## src/rtl/bit64_and_if.sv

```systemverilog
// ---------------------------------------------------------------------------
// bit64_and_if
// Operand/result bundle for the bit64_and block.
//
// Signals:
//   a, b    operands (two's-complement, WIDTH bits)
//   cc_en   condition-code update enable, sampled on the rising clk edge
//   bitand  combinational result a & b
//   zf      registered zero flag
//   sf      registered sign flag
//   of      registered overflow flag
//
// Handshake: there is no valid/ready pair. The operands are always
// considered valid and bitand follows them combinationally; cc_en acts as
// the single qualifier that tells the block to capture flags at the next
// rising clk edge. With cc_en low the flags simply hold.
//
// Modports:
//   master  drives a, b, cc_en; observes the result and flags
//   slave   the AND block itself
// ---------------------------------------------------------------------------
interface bit64_and_if #(
    parameter int WIDTH = 64
);
    logic [WIDTH-1:0] a;
    logic [WIDTH-1:0] b;
    logic             cc_en;
    logic [WIDTH-1:0] bitand;
    logic             zf;
    logic             sf;
    logic             of;

    modport master (
        output a,
        output b,
        output cc_en,
        input  bitand,
        input  zf,
        input  sf,
        input  of
    );

    modport slave (
        input  a,
        input  b,
        input  cc_en,
        output bitand,
        output zf,
        output sf,
        output of
    );
endinterface

```

## src/rtl/bit64_and.sv

```systemverilog
// ---------------------------------------------------------------------------
// bit64_and
// Bitwise AND of two signed operands with registered condition codes.
//
// Ports:
//   clk   rising-edge clock for the flag registers
//   rst   synchronous, active-high reset of the flags
//   bus   bit64_and_if.slave: a, b, cc_en in; bitand, zf, sf, of out
//
// bitand is purely combinational and never touched by clk, rst or cc_en.
// The flags are captured from the same a & b value on an edge where
// cc_en=1 (one cycle behind bitand) and hold otherwise. rst wins over cc_en.
// ---------------------------------------------------------------------------
module bit64_and #(
    parameter int WIDTH = 64
) (
    input  logic        clk,
    input  logic        rst,
    bit64_and_if.slave  bus
);
    logic [WIDTH-1:0] and_result;
    logic             zf_q;
    logic             sf_q;
    logic             of_q;

    // Sign plays no part: the MSB is ANDed like every other bit.
    always_comb begin
        and_result = bus.a & bus.b;
    end

    always_ff @(posedge clk) begin
        if (rst) begin
            zf_q <= 1'b0;
            sf_q <= 1'b0;
            of_q <= 1'b0;
        end else if (bus.cc_en) begin
            zf_q <= (and_result == '0);
            sf_q <= and_result[WIDTH-1];
            // A logical AND can never overflow.
            of_q <= 1'b0;
        end
    end

    assign bus.bitand = and_result;
    assign bus.zf     = zf_q;
    assign bus.sf     = sf_q;
    assign bus.of     = of_q;
endmodule

```

## src/flat_wrapper.sv

```systemverilog
// flat-port wrapper written by rule: the top's interface ports become plain ports
module bit64_and_flat 
#(
    parameter int WIDTH = 64
)
  (clk, rst, bus_a, bus_b, bus_cc_en, bus_bitand, bus_zf, bus_sf, bus_of);
  bit64_and_if #(.WIDTH(WIDTH)) bus_i ();
  input  logic clk;
  input  logic rst;
  input wire logic [$bits(bus_i.a)-1:0] bus_a;
  input wire logic [$bits(bus_i.b)-1:0] bus_b;
  input wire logic [$bits(bus_i.cc_en)-1:0] bus_cc_en;
  output wire logic [$bits(bus_i.bitand)-1:0] bus_bitand;
  output wire logic [$bits(bus_i.zf)-1:0] bus_zf;
  output wire logic [$bits(bus_i.sf)-1:0] bus_sf;
  output wire logic [$bits(bus_i.of)-1:0] bus_of;
  assign bus_i.a = bus_a;
  assign bus_i.b = bus_b;
  assign bus_i.cc_en = bus_cc_en;
  assign bus_bitand = bus_i.bitand;
  assign bus_zf = bus_i.zf;
  assign bus_sf = bus_i.sf;
  assign bus_of = bus_i.of;
  bit64_and #(.WIDTH(WIDTH)) u_core (.clk(clk), .rst(rst), .bus(bus_i));
endmodule
```

## config.mk

```make
export PLATFORM = sky130hd
export DESIGN_NAME = bit64_and_flat
export DESIGN_NICKNAME = d
export VERILOG_FILES = /design/src/rtl/bit64_and_if.sv /design/src/rtl/bit64_and.sv /design/src/flat_wrapper.sv
export SDC_FILE = /design/constraint.sdc
export NUM_CORES = 1
export LEC_CHECK = 0
export CAP_MARGIN = 40
export CORE_ASPECT_RATIO = 1.2
export CORE_MARGIN = 10
export CORE_UTILIZATION = 13
export CTS_CLUSTER_DIAMETER = 150
export DETAILED_ROUTE_END_ITERATION = 6
export PLACE_DENSITY = 0.76
export SYNTH_ARGS = -nofsm -noshare
export SYNTH_HDL_FRONTEND = slang
export SYNTH_SLANG_ARGS = --single-unit
```

## constraint.sdc

```tcl
create_clock -name clk -period 2 [get_ports clk]
set_input_delay 0.3 -clock clk [delete_from_list [all_inputs] [get_ports clk]]
set_output_delay 0.3 -clock clk [all_outputs]
set_load 0.01 [all_outputs]
```

## Word level (Yosys, flattened, before mapping)

Cells that the tools add are included.

| storage, ports and cells | value |
|---|---|
| flip-flop bits (word level) | 2 |

| cells by class | value |
|---|---|
| bitwise gates (word level) | 1 |
| reduce and logical (&&, ||, !) cells | 1 |

Operator list:

| cell | number |
|---|---|
| bitwise AND 64 bit | 1 |
| zero test 64 bit | 1 |

## Depth between registers and ports, before layout

Gate-level depths: netlist of run 1.

| depth | value |
|---|---|
| word-level depth | 2 |
| mapped depth | 5 |
| depth with buffers taken out | 5 |

## Worst setup path after synthesis of run 1

Ideal clock, no wire load.

| path | value |
|---|---|
| kind | input -> register |
| start | input port bus_a[21] |
| end | register u_core.zf_q, in the netlist u_core.bus.zf |
| arrival | 2.027 ns |
| data required time | 1.931 ns |
| slack | -0.096 ns |
| stages on the path | 5 |
| buffers on the path | 0 |
| path through | and2_1 > or4_1 > or4_1 > or4_1 > o21ai_1 |

| between the ends | value |
|---|---|
| cells in the longest elaborated chain, start to end | 2 |

Ends and longest elaborated chain:

| item | line | source |
|---|---|---|
| start, declared | flat_wrapper.sv:10 | `input wire logic [$bits(bus_i.a)-1:0] bus_a;` |
| bitwise AND 64 bit | bit64_and.sv:28 | `and_result = bus.a & bus.b;` |
| zero test 64 bit | bit64_and.sv:37 | `zf_q <= (and_result == '0);` |
| end signal, assigned | bit64_and.sv:37 |  |
| end, declared | bit64_and.sv:22 | `logic zf_q;` |

Every way passes these cells.
A chain may end at the register's enable or synchronous reset.

## Worst setup path after layout of run 1

| path | value |
|---|---|
| start | input port bus_b[63] |
| end | register u_core.zf_q, in the netlist u_core.bus.zf |

| between the ends | value |
|---|---|
| cells in the longest elaborated chain, start to end | 2 |

Ends and longest elaborated chain:

| item | line | source |
|---|---|---|
| start, declared | flat_wrapper.sv:11 | `input wire logic [$bits(bus_i.b)-1:0] bus_b;` |
| bitwise AND 64 bit | bit64_and.sv:28 |  |
| zero test 64 bit | bit64_and.sv:37 |  |

Every way passes these cells.

==> results of run 1 <==
sequential cells by signal, indices dropped and copies added (netlist names):
| signal | cells |
|---|---|
| u_core.bus.sf | 1 |
| u_core.bus.zf | 1 |
area by class of cell:
cell class	instances	share of cell area [%]
Clock buffer	3	1.413
Multi-Input combinational cell	98	24.84
Sequential cell	2	1.370
Tap cell	60	2.570
Timing Repair Buffer	213	69.81
kinds of logic after synthesis:
family / after synthesis
compound gates: 7
simple gates: 89
buf+inv: 1
mux: 1
flops: 2
other cells: 1
report_power, final:
| part | internal [W] | leakage (nW) | switching, W |
|---|---|---|---|
| sequential | 0.0000411 | 0.0162 | 0.000000364 |
| clock | 0.000127 | 0.0216 | 0.0000264 |
| combinational | 0.000398 | 1.20 | 0.000157 |
| total | 0.000566 | 1.24 | 0.000184 |
metal layers:
metal	global-route usage, %	routed length (µm)
met4	1.873	31
met1	10.94	1894
met3	8.898	939
met2	29.81	4013
met5	0	0
placed cells by master (no fill, tap or decap), types with 2 or more instances in the layout:
master,n
clkdlybuf4s50_1,150
or4_1,3
or2_2,2
and2_1,44
or4_4,7
buf_2,5
a22oi_1,4
dfxtp_1,2
clkdlybuf4s15_1,11
and2_4,19
dlymetal6s2s_1,3
nor4_1,3
buf_4,17
dlygate4sd2_1,24
buf_6,2
clkbuf_8,3
nand4_1,2
metrics by stage:
stage | worst slack, ps | util, % | setup TNS, ps
3_5_place_dp | -588.2 | 55.70 | -588.2
2_1_floorplan | -3.510 | - | -3.510
3_3_place_gp | -506.2 | 55.70 | -506.2
4_1_cts | -148.5 | 57.12 | -148.5
6_report | -72.31 | 57.91 | -72.31
5_1_grt | -142.9 | 57.91 | -142.9
synthesized netlist by cell type:
master / number
o21ai_1: 1
conb_1: 1
and2_1: 63
a222oi_1: 1
a22oi_1: 4
dfxtp_1: 2
or2_2: 3
a22o_1: 1
or2_1: 1
or3_1: 1
nor3_1: 1
or4_1: 10
or3b_2: 1
and2_2: 1
nor2_1: 1
buf_4: 1
nand4_1: 2
nor4_1: 3
or4b_1: 1
mux2i_1: 1
nand2b_1: 1
how the worst max path moves through the flow:
stage	from	endpoint	slack, ps	depth (start not counted)
2_1_floorplan	bus_a[21]	u_core.bus.zf$_SDFFE_PP0P_	-4	5
3_3_place_gp	bus_a[0]	u_core.bus.zf$_SDFFE_PP0P_	-510	6
3_5_place_dp	bus_a[13]	u_core.bus.zf$_SDFFE_PP0P_	-590	6
4_1_cts	bus_b[13]	u_core.bus.zf$_SDFFE_PP0P_	-150	6
5_1_grt	bus_b[9]	u_core.bus.zf$_SDFFE_PP0P_	-140	6
6_report	bus_b[63]	u_core.bus.zf$_SDFFE_PP0P_	-70	6
timing repair:
action / CTS / global route
pin swaps: 29 / 19
endpoints found under the setup margin: 1 / 1
buffers inserted: 6 / 1
gates resized for setup: 85 / 16
worst reg2reg max path: stages, from the launching register on:
cell	delay [ps]
dfxtp_1	310
or3b_2	450
o21ai_1	80
==> results.sh, run 1 <==
export IMPL_run_status="finished, violations left"
export IMPL_violations="negative setup slack"
export IMPL_yosys_top_cells_area="and2_1 (57%), or4_1 (11%), dfxtp_1 (5.8%)"
export IMPL_synth_xor_area_share_pct=0
export IMPL_setup_violations=1
export IMPL_overflow=0
export IMPL_groute_usage_overall_pct=14.48
export IMPL_num_fill_cells=500
export IMPL_ctsHoldBuffers=0
export IMPL_synth_seq_cells=2
export IMPL_coreArea_um2=5045
export IMPL_gp_congestion=0.7555
export IMPL_clock_latency_ps=210
export IMPL_start_util_pct=13.64
export IMPL_hold_ws_ps=500.1
export IMPL_syn_cell_area_um2=688.2
export IMPL_antenna_found_initial=0
export IMPL_syn_mean_instance_area_um2=6.813
export IMPL_cts_tree="built"
export IMPL_worstPathMaxFanout=2
export IMPL_avgRoutedWirePerCell_um=18.30
export IMPL_drive_above_1_share_pct=19.30
export IMPL_die_h_um=99.70
export IMPL_ios=198
export IMPL_synth_nets=232
export IMPL_finalWirelength_um=6879
export IMPL_crit_path_end_kind="flip-flop"
export IMPL_synth_simple_area_share_pct=83.27
export IMPL_path_class="in2reg"
export IMPL_fin_area_um2=2922
export IMPL_yosysTopAreaCell="and2_1"
export IMPL_rr_endpoint="u_core.bus.zf$_SDFFE_PP0P_"
export IMPL_grt_pass1_vias=1823
export IMPL_critPathMaxStageDelay_ps=530
export IMPL_clock_skew_final_ps=0
export IMPL_numCtsBuffers=3
export IMPL_cp_slowest_cell="or4_4"
export IMPL_syn_inst=101
export IMPL_h_tree_depth=1
export IMPL_cts_sinks=2
export IMPL_hold_start="u_core.bus.sf$_SDFFE_PP0P_"
export IMPL_finalCritPeriodShare_pct=103.6
export IMPL_hold_end="u_core.bus.sf$_SDFFE_PP0P_"
export IMPL_total_power_w=0.0007495
export IMPL_root_buffer="clkbuf_8"
export IMPL_fin_cells=376
export IMPL_timing_final_ws_setup_ps=-72.31
export IMPL_powerDensity_nw_per_um2=256.5
export IMPL_yosysSeqAreaShare_pct=5.818
export IMPL_cap_violations=0
export IMPL_vias=1545
export IMPL_post_drt_via_cell_ratio=4.109
export IMPL_muxShareOfSynthArea_pct=1.455
export IMPL_drt_iter0_drc=16
export IMPL_multi_input_area_um2=725.7
export IMPL_io_buffer_count=196
export IMPL_die_area_um2=8616
export IMPL_post_place_cells=366
export IMPL_dp_hpwl_um=6520
export IMPL_rr_worst_depth=2
export IMPL_grt_setup_unrepaired="true"
export IMPL_required_ps=2140
export IMPL_drt_pass1_iterations=4
export IMPL_synth_top_cell_area_share_pct=57.27
export IMPL_nNetsFinal=449
export IMPL_die_w_um=86.42
export IMPL_rr_startpoint="u_core.bus.zf$_SDFFE_PP0P_"
export IMPL_synth_compound_area_share_pct=7.818
export IMPL_fmax_ghz=0.4826
export IMPL_final_hold_viol_count=0
export IMPL_dpl_cell_area_um2=2810
export IMPL_slew_viol_final=0
export IMPL_ys_warn_count=0
export IMPL_path_buf_inv=1
export IMPL_drc=0
export IMPL_irDropWorstVdd_uv=169.0
export IMPL_cts_max_path_buffers=2
export IMPL_min_period_ps=2072
export IMPL_crit_top_cell="or4_4"
export IMPL_path_delay_family="simple AND/OR/NAND/NOR gates"
export IMPL_ff2ff_setup_slack_ps=1090
export IMPL_start_kind="input port"
export IMPL_min_path_cells=2
export IMPL_ys_types=21
export IMPL_grt_start_max_net_pins=4
export IMPL_synth_top_family_by_area="simple AND/OR/NAND/NOR gates"
export IMPL_total_leakage_power_nw=1.239
export IMPL_rows=28
export IMPL_syn2layout_area_growth_pct=324.5
export IMPL_worstPathCellList="dlygate4sd2_1 > and2_4 > or4_4 > or3_4 > or4_4 > o21ai_1"
export IMPL_seqCellArea_um2=40.04
export IMPL_detail_route_antenna_nets=0
export IMPL_path_clk_slew_ps=30
export IMPL_synthAdderAreaFrac_pct=0
export IMPL_grt_first_pass_wirelength_um=9770
export IMPL_insertedDiodeCount=0
export IMPL_arrival_ps=2210
export IMPL_hp_class="reg2reg"
Power figures use the tool's default switching activity.
==> run 2, diff against run 1 <==
CORE_MARGIN = 5   (was 10)
GPL_TIMING_DRIVEN = 0   (was not set)
==> results.sh, run 2 (synthesized netlist as in run 1, its figures left out) <==
export IMPL_rr_startpoint="u_core.bus.zf$_SDFFE_PP0P_"
export IMPL_post_drt_via_cell_ratio=4.174
export IMPL_detail_route_antenna_nets=0
export IMPL_die_area_um2=6854
export IMPL_final_common_cell="clkdlybuf4s50_1"
export IMPL_clock_latency_ps=210
export IMPL_powerDensity_nw_per_um2=254.3
export IMPL_nNetsFinal=444
export IMPL_start_kind="input port"
export IMPL_h_tree_depth=1
export IMPL_rows=29
export IMPL_final_hold_viol_count=0
export IMPL_hold_start="u_core.bus.sf$_SDFFE_PP0P_"
export IMPL_intPower_w=0.0005611
export IMPL_finalCritPeriodShare_pct=103.7
export IMPL_vias=1557
export IMPL_ctsHoldBuffers=0
export IMPL_groute_usage_overall_pct=14.57
export IMPL_switching_share_pct=24.09
export IMPL_grt_setup_unrepaired="true"
export IMPL_timing_final_ws_setup_ps=-73.59
export IMPL_post_place_cells=359
export IMPL_fin_tns_setup_ps=-73.59
export IMPL_min_period_ps=2074
export IMPL_path_buf_inv=1
export IMPL_violations="negative setup slack"
export IMPL_required_ps=2140
export IMPL_arrival_ps=2210
export IMPL_numCtsBuffers=3
export IMPL_clock_skew_final_ps=0
export IMPL_crit_start="bus_a[18]"
export IMPL_die_w_um=76.42
export IMPL_worstPathCellList="clkdlybuf4s50_1 > and2_4 > or2_4 > or4_4 > or4_4 > o21ai_2"
export IMPL_avgRoutedWirePerCell_um=14.87
export IMPL_worstPathMaxFanout=2
export IMPL_root_buffer="clkbuf_8"
export IMPL_critPathMaxStageDelay_ps=540
export IMPL_cap_violations=0
export IMPL_p_switching_w=0.0001781
export IMPL_crit_path_end_kind="flip-flop"
export IMPL_syn2layout_area_growth_pct=322.4
export IMPL_setup_violations=1
export IMPL_mostFrequentLayoutCells="clkdlybuf4s50_1 (147), and2_1 (44), and2_4 (19), clkdlybuf4s15_1 (19), dlygate4sd2_1 (15)"
export IMPL_fmax_ghz=0.4823
export IMPL_finalWirelength_um=5547
export IMPL_power_frac_seq_pct=5.6
export IMPL_antenna_found_initial=0
export IMPL_grt_pass1_vias=1717
export IMPL_insertedDiodeCount=0
export IMPL_drt_iter0_drc=23
export IMPL_io_buffer_count=196
export IMPL_path_class="in2reg"
export IMPL_drt_pass1_iterations=4
export IMPL_path_delay_family="simple AND/OR/NAND/NOR gates"
export IMPL_start_util_pct=13.17
export IMPL_coreArea_um2=5225
export IMPL_hp_class="reg2reg"
export IMPL_crit_top_cell="or4_4"
export IMPL_clockPowerShare_pct=20.8
export IMPL_cts_tree="built"
export IMPL_dp_hpwl_um=5073
export IMPL_cp_slowest_cell="or4_4"
export IMPL_overflow=0
export IMPL_slew_viol_final=0
export IMPL_cts_sinks=2
export IMPL_drive_above_1_share_pct=18.65
export IMPL_ios=198
export IMPL_grt_first_pass_wirelength_um=8079
export IMPL_path_clk_slew_ps=30
export IMPL_die_h_um=89.70
export IMPL_irDropWorstVdd_uv=138.2
export IMPL_cts_max_path_buffers=2
export IMPL_total_leakage_power_nw=1.237
export IMPL_num_fill_cells=494
export IMPL_grt_start_max_net_pins=4
export IMPL_fin_cells=373
export IMPL_gp_congestion=0.8273
export IMPL_run_status="finished, violations left"
export IMPL_drc=0
export IMPL_pwr_share_comb_pct=73.6
[run 2: cell count changes in the layout (fill, tap and decap cells not counted), sizes merged]
cell and delta:
buf -5, clkdlybuf4s50 -3, clkbuf +1, clkdlybuf4s15 +8
dlygate4sd2 -9, dlymetal6s2s +3
[run 2: path summary, 6_finish.rpt]
kind / endpoint / cells after the start / slack [ps]
setup / recovery: u_core.bus.zf$_SDFFE_PP0P_ / 6 / -70
hold / removal: u_core.bus.sf$_SDFFE_PP0P_ / 2 / 500
setup reg to reg: u_core.bus.zf$_SDFFE_PP0P_ / 2 / 1110
hold reg to reg: u_core.bus.sf$_SDFFE_PP0P_ / 2 / 500
[run 2: per-layer routing]
layer	wire (µm)	up-vias	share of wire (%)	track usage, %
li1	-	777	-	-
met1	1753	675	32	13.10
met2	3081	99	56	29.07
met3	647	6	12	6.300
met4	64	0	1.2	3.353
met5	0	-	0	0
[run 2: metrics by stage]
step	hold WS (ps)	utilization [%]	setup WS [ps]	instance area [µm²]	power, W
2_1_floorplan	372.4	-	-3.510	705.7	0.0001697
6_report	505.0	55.63	-73.59	2907	0.0007392
5_1_grt	579.2	55.63	-98.72	2907	0.0007908
3_3_place_gp	478.0	52.54	-577.4	2745	0.0005703
3_5_place_dp	512.0	52.54	-585.6	2745	0.0005742
4_1_cts	514.9	54.36	-133.6	2840	0.0007328
[run 2: power by group through the flow]
stage          Sequential [W]  Clock (W)  Combinational [W]
3_5_place_dp        0.0000419          0           0.000532
6_report            0.0000415   0.000154           0.000544
3_3_place_gp        0.0000419          0           0.000528
4_1_cts             0.0000415   0.000159           0.000532
5_1_grt             0.0000415   0.000168           0.000581
2_1_floorplan       0.0000423          0           0.000127
[run 2: layout make-up]
class                      count  area, µm²  share of cell area [%]
timing repair buffer         207       2008                   69.09
multi-input combinational     98      732.0                   25.18
tap                           62      77.57                   2.669
clock buffer                   3      41.29                   1.421
sequential                     2      40.04                   1.378
buffer                         1      7.507                  0.2583
[run 2: timing repair]
item | 4_1_cts | 5_1_grt
endpoints found under the setup margin | 1 | 1
buffers inserted | 10 | 1
resized for setup | 85 | 30
pin swaps | 30 | 19
[run 2: worst reg2reg max path, cell delays in order, from the launching register on]
cell,delay (ps)
dfxtp_1,310
or3b_2,460
o21ai_2,60
==> run 3, diff against run 2 <==
CAP_MARGIN = 20   (was 40)
==> results of run 3 <==
Final layout, timing and power as in run 2 (identical DEF).
